--- src/rtl/act_stream_lut.sv ---
// -----------------------------------------------------------------------------
// act_stream_lut
//   Streaming activation unit: tanh, sigmoid (derived from the tanh table),
//   ReLU and bypass, selected per beat, behind a 2-stage valid/ready pipeline.
//   The channel tag rides along with each beat and is returned unchanged.
//
//   S1 : clamp the (possibly halved) input to the table range, register the
//        table index, mode, raw sample and tag.
//   S2 : table read and post-processing into the output register.
//
// Ports
//   clk        clock
//   rst        synchronous, active-high reset
//   in_valid   input beat valid
//   in_ready   input accepted when in_valid && in_ready
//   in_data    signed sample, IN_FRAC fraction bits
//   in_mode    0 tanh, 1 sigmoid, 2 ReLU, 3 bypass (sampled with the beat)
//   in_tag     sideband channel id
//   out_valid  output beat valid
//   out_ready  downstream accepts
//   out_data   activation result, Q1.(DATA_W-1)
//   out_tag    tag of the output beat
//
// Optional build macro ACT_LUT_SAT_CNT_EN adds:
//   sat_clr    synchronous clear of sat_count (wins over an increment)
//   sat_count  saturating count of delivered tanh/sigmoid beats whose table
//              index was clamped
//
// Table contents: the tanh image (entry LUT_HALF = tanh(0), one entry per
// input LSB, values truncated toward zero) is built at elaboration time by
// tanh_table(). LUT_FILE names that same image for flows that keep the
// hex file alongside the design.
// -----------------------------------------------------------------------------
module act_stream_lut #(
   parameter int unsigned DATA_W   = 8,
   parameter int unsigned IN_FRAC  = 3,
   parameter int unsigned LUT_HALF = 48,
   parameter              LUT_FILE = "tanh_lut.hex",
   parameter int unsigned TAG_W    = 4
) (
   input  logic              clk,
   input  logic              rst,
   input  logic              in_valid,
   output logic              in_ready,
   input  logic [DATA_W-1:0] in_data,
   input  logic [1:0]        in_mode,
   input  logic [TAG_W-1:0]  in_tag,
   output logic              out_valid,
   input  logic              out_ready,
   output logic [DATA_W-1:0] out_data,
   output logic [TAG_W-1:0]  out_tag
`ifdef ACT_LUT_SAT_CNT_EN
   ,
   input  logic              sat_clr,
   output logic [15:0]       sat_count
`endif
);

   typedef enum logic [1:0] {
      MODE_TANH    = 2'd0,
      MODE_SIGMOID = 2'd1,
      MODE_RELU    = 2'd2,
      MODE_BYPASS  = 2'd3
   } mode_e;

   localparam int unsigned DEPTH   = 2 * LUT_HALF;
   localparam int unsigned IDX_W   = $clog2(DEPTH);
   localparam int          HALF    = 1 << (DATA_W - 1);
   localparam int          MAX_POS = HALF - 1;
   localparam int          RELU_SH = int'(DATA_W) - 1 - int'(IN_FRAC);

   typedef logic [DEPTH*DATA_W-1:0] lut_t;

   // tanh(k / 2^IN_FRAC) in Q1.(DATA_W-1), truncated toward zero. Uses
   // y = exp(-2|x|) (2^-30 fixed point) and tanh|x| = (1-y)/(1+y).
   function automatic lut_t tanh_table();
      lut_t   tbl;
      longint one, r, term, y, v;
      tbl  = '0;
      one  = longint'(1) << 30;
      r    = one;
      term = one;
      // r = exp(-2 / 2^IN_FRAC) by Taylor series
      for (int n = 1; n < 40; n++) begin
         term = (term * 2) / ((longint'(1) << IN_FRAC) * longint'(n));
         r    = (n % 2 == 1) ? r - term : r + term;
      end
      y = one;
      for (int k = 0; k <= int'(LUT_HALF); k++) begin
         v = ((longint'(1) << (DATA_W - 1)) * (one - y)) / (one + y);
         if (k < int'(LUT_HALF))
            tbl[(int'(LUT_HALF) + k) * int'(DATA_W) +: DATA_W] = DATA_W'(v);
         if (k > 0)
            tbl[(int'(LUT_HALF) - k) * int'(DATA_W) +: DATA_W] = DATA_W'(-v);
         y = (y * r) >>> 30;
      end
      return tbl;
   endfunction

   localparam lut_t LUT = tanh_table();

   logic [DATA_W-1:0] rom [DEPTH];
   for (genvar i = 0; i < int'(DEPTH); i++) begin : g_rom
      assign rom[i] = LUT[i*DATA_W +: DATA_W];
   end

   // ---------------------------------------------------------------- handshake
   logic s1_valid_q, out_valid_q;
   logic s1_adv, s2_adv;

   assign s2_adv   = !out_valid_q || out_ready;
   assign s1_adv   = !s1_valid_q || s2_adv;
   assign in_ready = s1_adv && !rst;

   // ---------------------------------------------------------------- stage 1
   int               xs, xc;
   logic [IDX_W-1:0] idx_d, idx_q;
   mode_e            mode_q;
   logic [DATA_W-1:0] x_q;
   logic [TAG_W-1:0]  tag_q;

   // NOTE: every always_comb output gets a value before any branch, so no
   // path can leave it unassigned and infer a latch.
   always_comb begin
      xs = int'($signed(in_data));
      if (mode_e'(in_mode) == MODE_SIGMOID) xs = xs >>> 1;
      xc = xs;
      if (xs >= int'(LUT_HALF))       xc = int'(LUT_HALF) - 1;
      else if (xs < -int'(LUT_HALF))  xc = -int'(LUT_HALF);
      idx_d = IDX_W'(xc + int'(LUT_HALF));
   end

   // NOTE: the payload registers carry no reset; the valid bits alone decide
   // whether their contents mean anything, so resetting them buys nothing.
   always_ff @(posedge clk) begin
      if (in_valid && in_ready) begin
         idx_q  <= idx_d;
         mode_q <= mode_e'(in_mode);
         x_q    <= in_data;
         tag_q  <= in_tag;
      end
   end

   // ---------------------------------------------------------------- stage 2
   logic [DATA_W-1:0] lut_word, out_data_d, out_data_q;
   logic [TAG_W-1:0]  out_tag_q;
   int                t_int, x_int;

   always_comb begin
      lut_word   = rom[idx_q];
      t_int      = int'($signed(lut_word));
      x_int      = int'($signed(x_q));
      out_data_d = x_q;
      case (mode_q)
         MODE_TANH:    out_data_d = lut_word;
         // (t + 2^(DATA_W-1)) >> 1, never negative so the shift is exact
         MODE_SIGMOID: out_data_d = DATA_W'((t_int + HALF) >>> 1);
         MODE_RELU: begin
            if (x_int < 0)                         out_data_d = '0;
            else if (x_int > (MAX_POS >>> RELU_SH)) out_data_d = DATA_W'(MAX_POS);
            else                                   out_data_d = DATA_W'(x_int <<< RELU_SH);
         end
         default:      out_data_d = x_q;
      endcase
   end

   // NOTE: sequential state is updated with non-blocking assignments only, so
   // every register samples the pre-edge value of its neighbours.
   always_ff @(posedge clk) begin
      if (rst) begin
         s1_valid_q  <= 1'b0;
         out_valid_q <= 1'b0;
         out_data_q  <= '0;
         out_tag_q   <= '0;
      end else begin
         if (s1_adv) s1_valid_q  <= in_valid;
         if (s2_adv) out_valid_q <= s1_valid_q;
         // Output payload only moves with a real beat, so it holds under stall.
         if (s2_adv && s1_valid_q) begin
            out_data_q <= out_data_d;
            out_tag_q  <= tag_q;
         end
      end
   end

   assign out_valid = out_valid_q;
   assign out_data  = out_data_q;
   assign out_tag   = out_tag_q;

`ifdef ACT_LUT_SAT_CNT_EN
   // ---------------------------------------------------------- clamp counter
   logic        clamp_q, out_sat_q;
   logic [15:0] sat_cnt_q;

   always_ff @(posedge clk) begin
      if (in_valid && in_ready)
         clamp_q <= (xs >= int'(LUT_HALF)) || (xs < -int'(LUT_HALF));
   end

   always_ff @(posedge clk) begin
      if (rst) begin
         out_sat_q <= 1'b0;
      end else if (s2_adv && s1_valid_q) begin
         out_sat_q <= clamp_q && ((mode_q == MODE_TANH) || (mode_q == MODE_SIGMOID));
      end
   end

   always_ff @(posedge clk) begin
      if (rst || sat_clr)
         sat_cnt_q <= '0;
      else if (out_valid_q && out_ready && out_sat_q && (sat_cnt_q != 16'hFFFF))
         sat_cnt_q <= sat_cnt_q + 16'd1;
   end

   assign sat_count = sat_cnt_q;
`endif

endmodule

--- config.mk ---
export PLATFORM = sky130hd
export DESIGN_NAME = act_stream_lut
export DESIGN_NICKNAME = d
export VERILOG_FILES = /design/src/rtl/act_stream_lut.sv
export SDC_FILE = /design/constraint.sdc
export NUM_CORES = 1
export LEC_CHECK = 0
export BUFFER_PORTS_ARGS = -buffer_cell sky130_fd_sc_hd__buf_2
export CAP_MARGIN = 20
export CELL_PAD_IN_SITES_DETAIL_PLACEMENT = 1
export CELL_PAD_IN_SITES_GLOBAL_PLACEMENT = 1
export CORE_MARGIN = 1.5
export CORE_UTILIZATION = 46
export CTS_CLUSTER_DIAMETER = 80
export CTS_CLUSTER_SIZE = 8
export DETAILED_ROUTE_END_ITERATION = 7
export PLACE_DENSITY_LB_ADDON = 0.05
export SLEW_MARGIN = 40
export SYNTH_ARGS = -nofsm -noshare
export SYNTH_HDL_FRONTEND = slang
export SYNTH_SLANG_ARGS = --single-unit
--- constraint.sdc ---
create_clock -name clk -period 3.2 [get_ports clk]
set_clock_uncertainty 0.05 [all_clocks]
set_input_delay 0.32 -clock clk [delete_from_list [all_inputs] [get_ports clk]]
set_output_delay 0.32 -clock clk [all_outputs]
set_load 0.01 [all_outputs]
==> results by group <==
Clocking
  • TritonCTS Sinks: 35
  • Number of gates resized after cts: 0
  • Max Buffers Root-to-Sink: 2
  • Number of post-CTS setup repair buffers: 0
  • Post-cts hold buffer count: 0
  • Clock tree from TritonCTS: done
  • Worst-path clk slew: 0.08 ns
  • Total CTS buffers: 5
  • Number of H-tree levels: 2
  • Clock latency on the worst-skew pair: between 0.2 and 0.3 ns
  • CTS root buf: sky130_fd_sc_hd__clkbuf_8

GRT
  • Maximum number of pins on one net before global-route repair: 29
  • Vias in the first global route: 1954
  • First-pass GRT wire length: about 9.5 mm
  • Residual overflow from global routing: 0
  • GR Util All Layers: 0.2397
  • Antenna violations before repair: 0

Timing
  • Time the final worst path needs with I/O delays and setup: 2.321 ns
  • Setup_tns: 0 ns
  • Number of endpoints failing setup at the final stage: 0
  • Period utilization: 0.7252
  • Unrepaired setup endpoints after global routing: false
  • Fmax: 430.9 MHz
  • Final count of pins violating max slew: 0
  • Worst max-slew margin expressed relative to the limit: 0.5968
  • Transition time of the tightest slew-check pin: slightly above 0.6 ns
  • Count of endpoints failing hold in the final timing report: 0
  • Final worst slack: a little under 0.9 ns

Power and ir drop
  • Register share of total power: 0.475
  • Comb power frac: 0.169
  • Cell Pwr Density: 460.8 nW/um^2
  • Worst vdd rail ir drop: 0.2867 mV
  • Switching share of power: 0.2763
  • Internal power: a little over 800 uW
  • Switch Pwr: 311.8 uW
  • Leakage dissipation: 0.9719 nW
  • Clock power frac: 0.357

Cells and area
  • Antenna fix cells: 0
  • Fraction of layout instances using a drive strength above 1: 0.1771
  • Sequential cell area: 910.9 um^2
  • Filler instances: 554
  • Final-stage net count: 294
  • Layout area overhead: 13.19%
  • Combined area of the multi-input logic cells: 1145 um^2

Detailed routing
  • Final wirelength: about 5.7 mm
  • DRC errors left: 0
  • Iteration-0 DRC Markers: between 150 and 200
  • Total number of vias: 1969
  • Antenna viol nets, final: 0
  • Per-cell routed wire length: roughly 18 um
  • Via count normalized by instance count: just over 6
  • Drt pass-1 iters: 6

Yosys
  • Average cell area after synthesis: approximately 8.8 um^2
  • Dominant register cell in the synthesized netlist: sky130_fd_sc_hd__edfxtp_1
  • Total standard cell area after synthesis: roughly 2200 um^2
  • Top cells by area, synth: sky130_fd_sc_hd__edfxtp_1, sky130_fd_sc_hd__dfxtp_1, sky130_fd_sc_hd__o21ai_0
  • Area share of the leading cell type in the synthesized netlist: 0.2915
  • Net count after synthesis: 270
  • Seq/Total Area, Yosys: 0.4211
  • Number of synthesized register bits: 35
  • Count of synthesis-stage warnings from yosys: 0
  • Post-synthesis cell count: 246
  • Cell type contributing the most total cell area after synthesis: sky130_fd_sc_hd__edfxtp_1
  • Number of flops mapped to enable cells by yosys: 21
  • Unique masters post-synth: 52
  • FFs w/ async S/R, synth: 0

Worst setup path
  • CP Capture Type: register
  • Start-to-end type of the worst setup path: reg -> reg
  • Required @ worst endpoint: 3.35 ns
  • Startpoint kind of the worst setup timing path: register
  • CP Max Fanout: 12
  • Arrival time worst endpoint: 2.47 ns

Job
  • Max cap viols: 0

Status
  • Run status: finished clean

Floorplanning
  • Number of placed I/O pins: 32
  • Die X: 71.58 um
  • Core area: approximately 4400 um^2
  • Initial core utilization: 0.4868
  • Vert. Die Dim: 71.58 um
  • Placement Rows: 24
  • DIE AREA: 5123 um^2

Min path
  • Type of the tightest min-delay check: in -> reg

Place
  • Placement Setup Slack: 0.9275 ns
  • Detailed placer's ending HPWL: 4.104 mm
  • Number of buffer cells added on primary ports: 31
  • Final estimated routing congestion in global placement: between 0.8 and 0.9
[layout make-up]
type                    instances  area share
multi-input cells             184      0.4676
flip-flops and latches         35      0.3720
repair buffers                 33     0.07103
clock buffers                   5     0.02810
well taps                      52     0.02657
clock inverters                 3     0.01788
inverters                      11     0.01686
[cells in the mapped netlist (3+ instances only)]
library cell	instances
sky130_fd_sc_hd__nor3_1	9
sky130_fd_sc_hd__mux2i_1	5
sky130_fd_sc_hd__a21oi_1	17
sky130_fd_sc_hd__edfxtp_1	21
sky130_fd_sc_hd__inv_1	10
sky130_fd_sc_hd__dfxtp_1	14
sky130_fd_sc_hd__a31oi_1	4
sky130_fd_sc_hd__nand2_1	27
sky130_fd_sc_hd__buf_2	6
sky130_fd_sc_hd__nand2b_1	5
sky130_fd_sc_hd__or3_1	3
sky130_fd_sc_hd__a211oi_1	7
sky130_fd_sc_hd__nand3_1	4
sky130_fd_sc_hd__or4_1	3
sky130_fd_sc_hd__nor2b_1	6
sky130_fd_sc_hd__nor2_1	19
sky130_fd_sc_hd__o21ai_0	22
sky130_fd_sc_hd__clkbuf_1	10
sky130_fd_sc_hd__ha_1	6
[through the flow]
| step | cell area [um^2] | utilization | hold WS, ns | total power [mW] | cells |
|---|---|---|---|---|---|
| floorplan | 2163 | - | 0.3689 | 0.6672 | 246 |
| global placement | 2323 | 0.5228 | 0.3906 | 0.7251 | 314 |
| detailed placement | 2325 | 0.5231 | 0.3943 | 0.7309 | 314 |
| CTS | 2437 | 0.5484 | 0.1448 | 1.135 | 322 |
| global route | 2449 | 0.5510 | 0.1407 | 1.181 | 323 |
| finish | 2449 | 0.5510 | 0.1540 | 1.128 | 323 |
[power by group through the flow]
stage	clock network (mW)	logic [mW]	registers [mW]
2_1_floorplan	0	0.132	0.535
3_3_place_gp	0	0.178	0.547
3_5_place_dp	0	0.183	0.548
4_1_cts	0.412	0.185	0.538
5_1_grt	0.429	0.213	0.539
6_report	0.403	0.190	0.535
[critical path: stages (launching register included)]
cell                       delay (ns)
sky130_fd_sc_hd__edfxtp_1        0.57
sky130_fd_sc_hd__inv_1           0.15
sky130_fd_sc_hd__ha_1            0.39
sky130_fd_sc_hd__mux2_1          0.16
sky130_fd_sc_hd__o211ai_1        0.09
sky130_fd_sc_hd__o2111a_1        0.15
sky130_fd_sc_hd__or4b_1          0.47
sky130_fd_sc_hd__a311oi_1        0.22
[placed cells by master, fill, tap and decap left out, drive strengths merged, types with 3 or more instances in the layout]
cell    netlist  routed
nor2b         6       6
dfxtp        14      14
nand2        27      27
nand3         4       4
nor2         19      19
a211oi        8       8
a31oi         4       4
or2           3       3
a21oi        17      17
nor3          9       9
nand2b        5       5
o21ai        23      23
buf           6      33
clkinv        1       3
mux2i         5       5
or4           3       3
ha            6       6
edfxtp       21      21
inv          10      10
or3           3       3
mux2          3       3
clkbuf       10       5
[registers in the layout, summed over array words and instances (netlist names)]
| register | flops |
|---|---|
| idx_q | 7 |
| out_data | 8 |
| s1_valid_q | 1 |
| mode_q | 2 |
| out_valid | 1 |
| x_q | 8 |
| out_tag | 4 |
| tag_q | 4 |
[final timing paths]
check,startpoint,to,slack [ns],depth (start not counted)
hold reg to reg,out_tag[1],out_tag[1],0.40,2
setup / recovery,idx_q[1],out_data[0],0.88,7
setup reg to reg,idx_q[1],out_data[0],0.88,7
hold / removal,in_tag[2],tag_q[2],0.15,1
[cell families after synthesis]
group,count (synthesis),synth area share
fa+ha+maj,6,0.03470
xor+xnor,2,0.008099
flops,35,0.4211
compound gates,80,0.2412
simple gates,87,0.1955
mux,9,0.04916
buf+inv,27,0.05032
[layer usage]
layer,wire length (um),share of wire,global-route usage,vias up
met5,0,0,0,-
met4,102,0.018,0.07757,0
met3,323,0.056,0.05204,11
met2,2673,0.47,0.3759,66
met1,2619,0.46,0.3327,936
li1,-,-,-,956
Note: power is estimated with default switching activity, not from simulation.
